[config.mk]
export PLATFORM = sky130hd
export DESIGN_NAME = pc_fetch_unit
export DESIGN_NICKNAME = d
export VERILOG_FILES = /design/src/rtl/pc_fetch_unit.sv
export SDC_FILE = /design/constraint.sdc
export NUM_CORES = 1
export LEC_CHECK = 0
export CAP_MARGIN = 20
export CELL_PAD_IN_SITES_DETAIL_PLACEMENT = 0
export CELL_PAD_IN_SITES_GLOBAL_PLACEMENT = 2
export CORE_MARGIN = 4
export CORE_UTILIZATION = 33
export DETAILED_ROUTE_END_ITERATION = 12
export DONT_BUFFER_PORTS = 1
export GPL_ROUTABILITY_DRIVEN = 0
export PLACE_DENSITY = 0.78
export REMOVE_ABC_BUFFERS = 1
export SLEW_MARGIN = 20
export SYNTH_ARGS = -nofsm -noshare
export SYNTH_HDL_FRONTEND = slang
export SYNTH_SLANG_ARGS = --single-unit
[constraint.sdc]
create_clock -name clk -period 5.28 [get_ports clk]
set_clock_uncertainty 0.1 [all_clocks]
set_input_delay 0.792 -clock clk [delete_from_list [all_inputs] [get_ports clk]]
set_output_delay 0.792 -clock clk [all_outputs]
set_load 0.01 [all_outputs]
[src/rtl/pc_fetch_unit.sv]
// ---------------------------------------------------------------------------
// pc_fetch_unit
//
// Program-counter and fetch-control stage of the single-cycle CPU. Holds the
// PC, presents it to InstructMemory, watches the returned word for HALT,
// chooses the next PC and stops fetch on an illegal redirect target. A
// saturating count of PC advances is kept for the test benches.
//
// Ports:
//   clk           in   system clock, rising edge
//   rst           in   asynchronous active-high reset
//   Stall         in   hold PC this cycle
//   Branch        in   taken conditional branch
//   BranchOffset  in   [31:0] sign-extended word offset
//   Jump          in   J-type jump
//   JumpIndex     in   [25:0] J-type target field
//   JumpReg       in   jump to register value
//   RegTarget     in   [31:0] register jump target
//   Instruct      in   [31:0] word fetched from ImemRdAddr
//   ImemRdAddr    out  [31:0] current PC (byte address)
//   PCPlus4       out  [31:0] sequential successor, wrapped to memory size
//   Halted        out  fetch stopped by HALT
//   AddrFault     out  fetch stopped by illegal redirect target
//   FetchCount    out  [31:0] PC advances since reset
// ---------------------------------------------------------------------------
module pc_fetch_unit #(
  parameter logic [31:0] RESET_PC    = 32'h0000_0000,
  parameter int unsigned IMEM_BYTES  = 256,
  parameter logic [5:0]  HALT_OPCODE = 6'b111111
) (
  input  logic        clk,
  input  logic        rst,
  input  logic        Stall,
  input  logic        Branch,
  input  logic [31:0] BranchOffset,
  input  logic        Jump,
  input  logic [25:0] JumpIndex,
  input  logic        JumpReg,
  input  logic [31:0] RegTarget,
  input  logic [31:0] Instruct,
  output logic [31:0] ImemRdAddr,
  output logic [31:0] PCPlus4,
  output logic        Halted,
  output logic        AddrFault,
  output logic [31:0] FetchCount
);

  localparam logic [31:0] IMEM_LIMIT = 32'(IMEM_BYTES);
  localparam logic [31:0] ADDR_MASK  = IMEM_LIMIT - 32'd1;

  typedef enum logic [1:0] {
    ST_RUN,
    ST_HALT,
    ST_FAULT
  } state_t;

  state_t      state_q, state_d;
  logic [31:0] pc_q, pc_d;
  logic [31:0] count_q, count_d;
  logic        halted_q, halted_d;
  logic        fault_q, fault_d;

  logic [31:0] pc_plus4_raw;
  logic [31:0] pc_plus4_wrap;
  logic [31:0] next_pc;
  logic        redirect;
  logic        target_bad;

  // Only the opcode field matters here; the rest of the word is decoded
  // downstream.
  logic        unused_instruct_bits;
  assign unused_instruct_bits = ^Instruct[25:0];

  // Jump and Branch are relative to the unwrapped successor; only the
  // sequential path wraps around the end of instruction memory.
  assign pc_plus4_raw  = pc_q + 32'd4;
  assign pc_plus4_wrap = pc_plus4_raw & ADDR_MASK;

  always_comb begin
    redirect = 1'b0;
    next_pc  = pc_plus4_wrap;
    if (JumpReg) begin
      redirect = 1'b1;
      next_pc  = RegTarget;
    end else if (Jump) begin
      redirect = 1'b1;
      next_pc  = {pc_plus4_raw[31:28], JumpIndex, 2'b00};
    end else if (Branch) begin
      redirect = 1'b1;
      next_pc  = pc_plus4_raw + (BranchOffset << 2);
    end
  end

  // A sequential wrap is always in range, so only redirects can fault.
  assign target_bad = redirect &&
                      ((next_pc[1:0] != 2'b00) || (next_pc >= IMEM_LIMIT));

  // Inputs are only looked at in RUN, so unknowns on the control inputs
  // cannot leak into the frozen HALT/FAULT state.
  always_comb begin
    state_d  = state_q;
    pc_d     = pc_q;
    count_d  = count_q;
    halted_d = halted_q;
    fault_d  = fault_q;
    if ((state_q == ST_RUN) && !Stall) begin
      if (Instruct[31:26] == HALT_OPCODE) begin
        state_d  = ST_HALT;
        halted_d = 1'b1;
      end else if (target_bad) begin
        state_d = ST_FAULT;
        fault_d = 1'b1;
      end else begin
        pc_d = next_pc;
        if (count_q != 32'hFFFF_FFFF) begin
          count_d = count_q + 32'd1;
        end
      end
    end
  end

  always_ff @(posedge clk or posedge rst) begin
    if (rst) begin
      state_q  <= ST_RUN;
      pc_q     <= RESET_PC;
      count_q  <= 32'd0;
      halted_q <= 1'b0;
      fault_q  <= 1'b0;
    end else begin
      state_q  <= state_d;
      pc_q     <= pc_d;
      count_q  <= count_d;
      halted_q <= halted_d;
      fault_q  <= fault_d;
    end
  end

  assign ImemRdAddr = pc_q;
  assign PCPlus4    = pc_plus4_wrap;
  assign Halted     = halted_q;
  assign AddrFault  = fault_q;
  assign FetchCount = count_q;

endmodule

# Yosys cells after proc, flatten, opt, wreduce, memory -nomap -nowiden
# Cells that the tools add are included.
[word_totals] reg_bits=68 output_inout_bits=98
[classes] add_sub_neg=3 n_lt_le_gt_ge=1 eq_ne=2 n_mux=8 bitwise_logic=2 n_reduce_logical=12
[op_table] op="$mux W32" count=3
[op_table] op="$add A32 B1 Y32 const B" count=1
[op_table] op="$add A32 B3 Y32 const B" count=1
[op_table] op="$add A32 B32 Y32" count=1
[op_table] op="$ge A32 B9 Y1 const B" count=1
[op_table] op="$ne A32 B32 Y1 const B" count=1
[op_table] op="$eq A6 B6 Y1 const B" count=1
[op_table] op="$reduce_and A3 Y1" count=2
[op_table] op="$mux W2" count=2
[op_table] op="$reduce_and A2 Y1" count=2
[op_table] op="$reduce_and A4 Y1" count=1
[op_table] op="$reduce_bool A2 Y1" count=2
[op_table] op="$mux W1" count=3
[op_table] op="$logic_and A1 B1 Y1" count=2
[op_table] op="$logic_not A2 Y1" count=1
[op_table] op="$not A1 Y1" count=2
[op_table] op="$logic_not A1 Y1" count=1
[op_table] op="$logic_or A1 B1 Y1" count=1

# Logic depth before layout (Yosys ltp)
# Gate-level depths: netlist of run 1.
[logic_depth] depth_word=10 ltp_mapped=23 mapped_depth_nobuf=19

# Worst setup path after synthesis of run 1
# No wires, ideal clock.
[synth_timing] path_type="flip-flop to flip-flop" startpoint="reg pc_q[8], in the netlist ImemRdAddr[8]" endpoint="reg count_q[11], in the netlist FetchCount[11]" t_arrival_ps=4758 t_required_ps=5054 slack_ps=297 path_stages_with_launch=20 path_buffers=1 cell_sequence="dfrtp_1 -> nand4_1 -> nor4_4 -> and3_1 -> and3_1 -> xor2_1 -> ha_1 -> a21oi_1 -> o21ai_0 -> a21oi_1 -> o22ai_1 -> nor4_1 -> nand4_1 -> a2111oi_2 -> nand4_1 -> o31a_1 -> or3_4 -> buf_6 -> or3_4 -> xnor2_2"
[synth_via] elab_chain_cells=10
[synth_rtl] element="from (decl)" line_no="58" source="logic [31:0] pc_q, pc_d;"
[synth_rtl] element="from (signal assigned)" line_no="131" source="pc_q <= pc_d;"
[synth_rtl] element="$add A32 B3 Y32 (*)" line_no="76" source="assign pc_plus4_raw = pc_q + 32'd4;"
[synth_rtl] element="$add A32 B32 Y32" line_no="90" source="next_pc = pc_plus4_raw + (BranchOffset << 2);"
[synth_rtl] element="$mux W32" line_no="88" source="end else if (Branch) begin"
[synth_rtl] element="$mux W32 (*)" line_no="85" source="end else if (Jump) begin"
[synth_rtl] element="$mux W32 (*)" line_no="82" source="if (JumpReg) begin"
[synth_rtl] element="$ge A32 B9 Y1 (*)" line_no="96" source="((next_pc[1:0] != 2'b00) || (next_pc >= IMEM_LIMIT));"
[synth_rtl] element="$logic_or A1 B1 Y1 (*)" line_no="96"
[synth_rtl] element="$logic_and A1 B1 Y1 (*)" line_no="95" source="assign target_bad = redirect &&"
[synth_rtl] element="$not A1 Y1 (no line) (*)"
[synth_rtl] element="$reduce_and A4 Y1 (no line) (*)"
[synth_rtl] element="to (signal assigned)" line_no="132" source="count_q <= count_d;"
[synth_rtl] element="to (decl)" line_no="59" source="logic [31:0] count_q, count_d;"
# Mark *: on every way between the ends. The rest lies on a longest branch, timed or not.
# A chain may end at the register's enable or synchronous reset.

# Final worst setup path of run 1
[layout_timing] startpoint="reg pc_q[10], in the netlist ImemRdAddr[10]" endpoint="reg count_q[11], in the netlist FetchCount[11]"
# The elaborated chain is that of the path after synthesis.

==> summary by stage, run 1 <==
STA
The least setup slack across all paths after layout is 130 ps. The minimum hold slack is 370 ps. Headroom to the max-slew limit came out at 40.6%. The hold violation count in the final report came to 0. The post-route clock period utilization is 97.5%.

The count of endpoints failing setup in the final report is 0. The number of pins with negative max-slew slack in the final report is 0. Adding up every negative setup slack in the final design gives 0 ps. The clock period could shrink to 5150 ps. The slew of the pin with the lowest slew margin is 892 ps. The fmax is 194 MHz.

Yosys
The cell area that synthesis handed to floorplanning was 0.00616 mm2. The top flip-flop cell by instance count after synthesis is sky130_fd_sc_hd__dfrtp_1. The number of instances in the synthesized netlist is 749. Sorting the synthesized cells by how often they occur yields sky130_fd_sc_hd__nand2_1 (74), sky130_fd_sc_hd__dfrtp_1 (68), sky130_fd_sc_hd__nor2_1 (49). The synthesized design spends more area on one cell type than any other, namely sky130_fd_sc_hd__dfrtp_1. Synthesis inferred 68 register bits. The share of synthesized area in the top cell type comes to 27.6%. The share of flip-flops with an asynchronous set or reset after synthesis is 100%. After synthesis, flip-flops and latches occupy 27.6% of the total area. The most common cell in the synthesized netlist is sky130_fd_sc_hd__nand2_1.

The synthesized design contains 0 enable-type register cells. After synthesis, the netlist uses 72 different library cells. In this run the mean area of a mapped cell was 8.22 um2.

Yosys printed 0 warnings. After synthesis, the cell types taking the most area are sky130_fd_sc_hd__dfrtp_1 (28%), sky130_fd_sc_hd__ha_1 (6.7%), sky130_fd_sc_hd__xor2_1 (5.5%).

Pwr
The share of total power dissipated in combinational logic is 29.6%. The clock share of power is 35.1%. Power spread over the standard cell area amounts to 229 mW/mm2. IR analysis of the VDD net gives a maximum drop of 0.174 mV. In this run the power spent charging and discharging nets is 0.542 mW. The fraction of power spent switching nets is 32.4%.

Internal power comes to 1.13 mW. The power consumption is 1.67 mW. In this run the static leakage power is 3.30 nW. In this run, flip-flops and latches consume 35.4% of the power.

Clocking
The buffer cell driving the clock tree root is sky130_fd_sc_hd__clkbuf_16. TritonCTS built the clock tree. Buffers inserted during clock tree synthesis total 9.

The tree built by TritonCTS fans out to 68 sinks. The post-CTS clock slew at the launch and capture registers of the worst setup and hold paths is 60 ps. The number of buffers on the longest clock path is 2. At the later pin of the worst-skew pair, clock insertion delay measures 330 ps. The hold buffer count at CTS is 0.

The H-tree depth is 3.

Drt
The pre-antenna-repair detailed-routing pass consisted of 6 iterations. The count of nets left with antenna violations once routing finished came out at 0. Wire segments on met3 add up to 1950 um in the final route. The total detailed-routing wirelength is 20400 um. The routed length per placed instance is 19.7 um. The total DRC errors in the routed layout is 0.

After detailed routing, the wire length on met1 is 8570 um. The final route contains 5850 vias. The top routing layer in use is met5. The detailed-route vias per instance is 5.66. The initial detailed-routing violation count is 375.

The routed wire length on met2 is 9550 um.

Global route
Entering global routing, the biggest net connects 69 pins. The overall fraction of global-route tracks in use is 19.1%. The first global-routing pass estimated 31400 um of wire. Global routing finished with a remaining overflow of 0.

The via count of the first global-routing pass is 5855. The number of antenna violations at the first check in global routing was 1.

Worst setup path
In this run the worst setup path terminates at FetchCount[11]. The category of the worst setup path launch point is a register. The largest fanout on the critical path is 7.

The setup slack on the worst flop-to-flop path is 130 ps. The data required time at the worst endpoint is 5390 ps. In this run the critical register-to-register path is captured at FetchCount[11].

The logic depth of the worst register-to-register path is 18. Data arrives at the worst endpoint at 5260 ps. The critical register-to-register path startpoint is ImemRdAddr[10]. The worst setup path is captured at a register. The critical path is of the register to register type. The launch point of the worst path is ImemRdAddr[10].

Layout
The non-filler instance count after layout is 1033. Once layout is complete, the utilization of the core stands at 40.1%. The final non-filler cell area is 0.00728 mm2.

The filler cells instantiated in the layout total 1865. The final antenna diode count is 0. The relative area change from synthesis to final layout is 18.3%.

The sequential cells in the finished layout cover a total of 0.00171 mm2. The final layout contains 962 nets. In the final layout, the multi-input gates occupy 0.00437 mm2. The share of final-layout standard cells stronger than drive strength 1 is 18.7%.

Floorplan
The chip width is 145 um. The floorplan core area is 0.0181 mm2. The vertical die dimension is 145 um.

The area of the die is 0.0209 mm2. During I/O placement, the number of pins put on the boundary was 226. The effective utilization at floorplan is 33.9%. In this run the core area contains 49 standard-cell rows.

Run
The number of max-capacitance violations reported is 0.

Run status
The flow ran to the end, and the final reports show no timing, DRC or antenna violations.

Place
The count of buffers added on input and output ports is 0. The cell count after placement is 1011. Prior to clock tree synthesis, the placed netlist has a worst setup slack of -208 ps. The sum of net half-perimeters after detailed placement is 16400 um.

The total placed instance area is 0.00670 mm2.

Hold path
The worst hold path class is register to register.
==> cell type report <==
cell class / instances / area share (%)
clock buffers: 11 / 3.19
well taps: 229 / 3.93
clock inverters: 4 / 0.704
inverters: 14 / 0.721
flip-flops and latches: 68 / 23.4
repair buffers: 73 / 8.04
multi-input cells: 634 / 60.0
==> power by group through the flow <==
stage	Sequential [mW]	Combinational [mW]	Clock, mW
after floorplan	0.602	0.303	0
after global placement	0.593	0.460	0
after detailed placement	0.596	0.465	0
after CTS	0.587	0.468	0.603
after global routing	0.595	0.551	0.627
final	0.591	0.494	0.586
==> worst max-delay path, cell delays in order (launching register included) <==
cell and delay (ps):
sky130_fd_sc_hd__dfrtp_1 360, sky130_fd_sc_hd__nand4_1 200, sky130_fd_sc_hd__nor4_4 380, sky130_fd_sc_hd__and3_4 260, sky130_fd_sc_hd__and3_4 210, sky130_fd_sc_hd__xor2_4 190
sky130_fd_sc_hd__ha_4 240, sky130_fd_sc_hd__nand4_1 220, sky130_fd_sc_hd__nor3_4 90, sky130_fd_sc_hd__a22oi_2 290, sky130_fd_sc_hd__a41oi_2 210, sky130_fd_sc_hd__a221oi_2 360
sky130_fd_sc_hd__xor2_1 210, sky130_fd_sc_hd__nand3_1 100, sky130_fd_sc_hd__a22o_1 220, sky130_fd_sc_hd__o31a_1 390, sky130_fd_sc_hd__or3_4 470, sky130_fd_sc_hd__or3_4 390
sky130_fd_sc_hd__xnor2_2 130
==> how the worst min path moves through the flow <==
stage | start | to | slack (ps) | cells after the start
floorplan | state_q[0] | state_q[0] | 330 | 1
global placement | state_q[0] | state_q[0] | 340 | 1
detailed placement | state_q[0] | state_q[0] | 360 | 1
CTS | state_q[0] | state_q[0] | 370 | 1
global route | state_q[0] | state_q[0] | 390 | 1
finish | state_q[0] | state_q[0] | 370 | 1
==> state kept, by name (all words and copies together) (netlist names) <==
name,cells
FetchCount,32
ImemRdAddr,32
state_q,2
AddrFault,1
Halted,1
==> what timing repair did <==
| item | 4_1_cts | 5_1_grt |
|---|---|---|
| buffers inserted | 0 | 8 |
| setup endpoints to repair | 44 | 64 |
| pin swaps | 2 | 17 |
| gates resized for setup | 5 | 48 |
==> logic make-up (layout without fill, tap and decap cells) <==
group                    Yosys count  count (layout)  synth area share [%]
AO/OA/AOI/OAI                    163             163                  17.3
multiplexers                      13              13                  2.34
other                              1              24                0.0609
AND/OR/NAND/NOR                  322             322                  27.8
adder cells (fa/ha/maj)           34              34                  7.03
XOR/XNOR                          78              78                  11.2
buffers and inverters             70             102                  6.56
flip-flops                        68              68                  27.6
==> metal layers <==
metal	up-vias	track usage, %
li1	2766	-
met2	261	31.3
met1	2784	24.3
met5	-	0
met3	37	6.05
met4	2	5.11
==> layout by cell type, fill, tap and decap left out, types with 6 or more instances in the layout <==
cell                        count
sky130_fd_sc_hd__mux2_2         7
sky130_fd_sc_hd__nand4_1       26
sky130_fd_sc_hd__o211ai_1       7
sky130_fd_sc_hd__buf_4         70
sky130_fd_sc_hd__inv_1         13
sky130_fd_sc_hd__xnor2_1       37
sky130_fd_sc_hd__clkbuf_16      9
sky130_fd_sc_hd__ha_1          31
sky130_fd_sc_hd__a22oi_1        6
sky130_fd_sc_hd__nor2_1        48
sky130_fd_sc_hd__a21o_1        12
sky130_fd_sc_hd__o21ai_0       31
sky130_fd_sc_hd__nor3_1        23
sky130_fd_sc_hd__and2_1        28
sky130_fd_sc_hd__nand2_1       72
sky130_fd_sc_hd__and3_1        19
sky130_fd_sc_hd__a21oi_1       43
sky130_fd_sc_hd__nand3_1       31
sky130_fd_sc_hd__nand2b_1       7
sky130_fd_sc_hd__nor2b_1       13
sky130_fd_sc_hd__conb_1        24
sky130_fd_sc_hd__nor4_1         7
sky130_fd_sc_hd__o21ai_1        6
sky130_fd_sc_hd__dfrtp_1       65
sky130_fd_sc_hd__xor2_1        38
Power figures use the tool's default switching activity.
==> run 2, diff against run 1 <==
--- a/config.mk
+++ b/config.mk
@@ -12,7 +12,6 @@
 export CORE_UTILIZATION = 33
 export DETAILED_ROUTE_END_ITERATION = 12
 export DONT_BUFFER_PORTS = 1
-export GPL_ROUTABILITY_DRIVEN = 0
 export PLACE_DENSITY = 0.78
 export REMOVE_ABC_BUFFERS = 1
 export SLEW_MARGIN = 20
==> run 2 against run 1 <==
Clock-buffer cell count did not move. Setup slack better by 56 ps. Wire length up 1.3%. Register-to-register slack improved by 60 ps. Non-clock buffer count is 13 higher. Worst hold slack lost 9.1 ps. Sequential power shrank 1%. Sequential share of layout area fell by 0.42 points. Critical path type unchanged.
==> summary by stage, run 2 (synthesis results as in run 1) <==
Run status
The flow ran to the end, and the final reports show no timing, DRC or antenna violations.

Pwr
The power density relative to cell area came to 230 mW/mm2 (+0.36%). The power consumption is 1.70 mW (+2.0%). The maximum VDD drop is 0.154 mV (-12%). The leakage power summed over all cells is 3.37 nW (+2.2%).

Floorplan
The effective utilization at floorplan was 33.9% (unchanged). The floorplan core area was 0.0181 mm2 (unchanged). The area of the die was 0.0209 mm2 (unchanged). The vertical die dimension is 145 um (unchanged). The chip width is 145 um (unchanged).

The boundary pin count is 226 (unchanged). The standard-cell row count was 49 (unchanged).

Drt
The count of TritonRoute iterations in the first routing pass is 5 (-1). The total DRC errors in the routed layout is 0 (unchanged). The initial detailed-routing violation count is 183 (-51%). The vias after detailed routing was 5773 (-1.3%).

The routed length per placed instance is 19.7 um (about the same). The detailed-route vias per instance is 5.51 (-2.6%). The number of antenna-violating nets in the routed design is 0 (unchanged).

The total detailed-routing wirelength is 20700 um (+1.3%).

Global route
The number of antenna violations at the first check in global routing is 1 (unchanged). The via count of the first global-routing pass is 5821 (-0.58%). The overall fraction of global-route tracks in use is 19.2% (+0.17 points). The total global routing overflow is 0 (unchanged). The global-route wire length before repair was 31300 um (-0.35%). The largest net degree at the start of global routing is 69 (unchanged).

Worst setup path
The logic depth of the worst register-to-register path is 20 (+2). The launch point of the worst path is ImemRdAddr[5]. The startpoint identified for the worst register-to-register timing path is ImemRdAddr[5]. The endpoint class of the critical path is a register.

The last element of the critical path is FetchCount[11]. The largest fanout on the critical path was 7 (unchanged). The data required time at the worst endpoint is 5400 ps (about the same). The setup path with the least slack is of type register to register. STA classifies the critical path startpoint as a register. The worst register-to-register path ends at FetchCount[11]. The setup slack on the worst flop-to-flop path is 190 ps (+60 ps). The arrival time at the worst endpoint came to 5210 ps (-50 ps).

STA
The hold violation count in the final report is 0 (unchanged). The least setup slack across all paths after layout is 186 ps (+55.9 ps). The number of pins with negative max-slew slack in the final report is 0 (unchanged).

The post-route clock period utilization was 96.5% (-1.1 points). The minimum period implied by the final worst setup slack is 5090 ps (-55.9 ps). The slew of the pin with the lowest slew margin is 898 ps (+6.29 ps). The fmax is 196 MHz (+1.1%).

The worst slew slack as a fraction of its limit is 40.1% (-0.42 points). The count of endpoints failing setup in the final report is 0 (unchanged).

Clocking
TritonCTS built the clock tree. The clock latency reported for the late side of the worst-skew pair is 340 ps (about the same). The H-tree depth was 3 (unchanged). The total clock sinks came to 68 (unchanged). The total clock buffers created by CTS is 9 (unchanged). The number of buffers on the longest clock path came to 2 (unchanged). The post-CTS clock slew at the launch and capture registers of the worst setup and hold paths is 60 ps (about the same). The buffer cell driving the clock tree root is sky130_fd_sc_hd__clkbuf_16.

Layout
In the layout the commonest cells are sky130_fd_sc_hd__buf_4 (81), sky130_fd_sc_hd__nand2_1 (71), sky130_fd_sc_hd__dfrtp_1 (68). The final antenna diode count came to 0 (unchanged). The share of final-layout standard cells stronger than drive strength 1 is 19.2% (+0.54 points). The relative area change from synthesis to final layout is 20.2%. The non-filler instance count after layout is 1047 (+1.4%).

The most frequent standard cell in the layout excluding fill and tap cells is sky130_fd_sc_hd__buf_4. The combined area of the multi-input logic cells is 0.00436 mm2 (-0.29%). The flip-flop and latch area is 0.00170 mm2 (-0.22%). The final non-filler cell area is 0.00740 mm2 (+1.6%).

The count of fill cells added during filler insertion was 1837 (-1.5%). The number of nets in the layout is 975 (+1.4%).

Place
The cell count after placement is 1019 (+0.79%). The sum of net half-perimeters after detailed placement was 16800 um (+2.3%). The total placed instance area is 0.00676 mm2 (+0.90%). The quantity of I/O buffers inserted on ports was 0 (unchanged). The final weighted congestion of routability-driven global placement is 0.902. The worst slack at placement is -280 ps (-72.1 ps).

Hold path
The worst hold path belongs to the class register to register.

Run
The number of max-capacitance violations reported was 0 (unchanged).
run 2: power by group:
group | internal [mW] | switching [mW]
clock | 0.380 | 0.239
sequential | 0.549 | 0.0362
combinational | 0.216 | 0.284
run 2: area by class of cell:
class                   instances  area share (%)
flip-flops and latches         68            23.0
well taps                     229            3.87
repair buffers                 86            9.45
inverters                      14           0.710
clock buffers                  11            3.28
clock inverters                 5           0.811
multi-input cells             634            58.9
run 2: worst min-delay path by stage:
| stage | endpoint | start | slack [ps] | cells past startpoint |
|---|---|---|---|---|
| floorplan | state_q[0] | state_q[0] | 330 | 1 |
| global placement | state_q[0] | state_q[0] | 340 | 1 |
| detailed placement | state_q[0] | state_q[0] | 350 | 1 |
| CTS | state_q[0] | state_q[0] | 370 | 1 |
| global route | state_q[0] | state_q[0] | 390 | 1 |
| finish | state_q[0] | state_q[0] | 360 | 1 |
run 2: what timing repair did:
| item | CTS | global route |
|---|---|---|
| setup endpoints to repair | 59 | 64 |
| hold buffers | 0 | 0 |
| buffers inserted | 7 | 6 |
| pin swaps | 10 | 20 |
| gates resized for setup | 6 | 40 |
run 2: worst max-delay path, cell delays in order (launching register included):
cell and delay [ps]:
sky130_fd_sc_hd__dfrtp_1 400, sky130_fd_sc_hd__nand4_1 200, sky130_fd_sc_hd__nor4_4 310, sky130_fd_sc_hd__buf_4 170, sky130_fd_sc_hd__and3_4 190, sky130_fd_sc_hd__and3_4 210, sky130_fd_sc_hd__xor2_4 90, sky130_fd_sc_hd__ha_4 280
sky130_fd_sc_hd__buf_6 110, sky130_fd_sc_hd__nand2_1 50, sky130_fd_sc_hd__nor2_1 160, sky130_fd_sc_hd__o21ai_1 120, sky130_fd_sc_hd__or2_2 330, sky130_fd_sc_hd__mux2_4 210, sky130_fd_sc_hd__nand4b_2 150, sky130_fd_sc_hd__a2111oi_4 370
sky130_fd_sc_hd__nand4_1 120, sky130_fd_sc_hd__o31a_1 400, sky130_fd_sc_hd__or3_4 440, sky130_fd_sc_hd__or3_4 410, sky130_fd_sc_hd__xnor2_2 130
run 2: metal layers:
| layer | global-route usage [%] | vias to the layer above | wire length [um] |
|---|---|---|---|
| li1 | - | 2792 | - |
| met1 | 24.7 | 2744 | 9000 |
| met2 | 31.3 | 208 | 9580 |
| met3 | 5.85 | 27 | 1670 |
| met4 | 5.40 | 2 | 382 |
| met5 | 0 | - | 20 |
run 2: through the flow:
stage	setup TNS (ps)	utilization [%]	hold WS (ps)
2_1_floorplan	0	-	329
3_3_place_gp	-3850	37.2	345
3_5_place_dp	-6040	37.2	354
4_1_cts	0	39.4	366
5_1_grt	-30.1	40.8	394
6_report	0	40.8	361
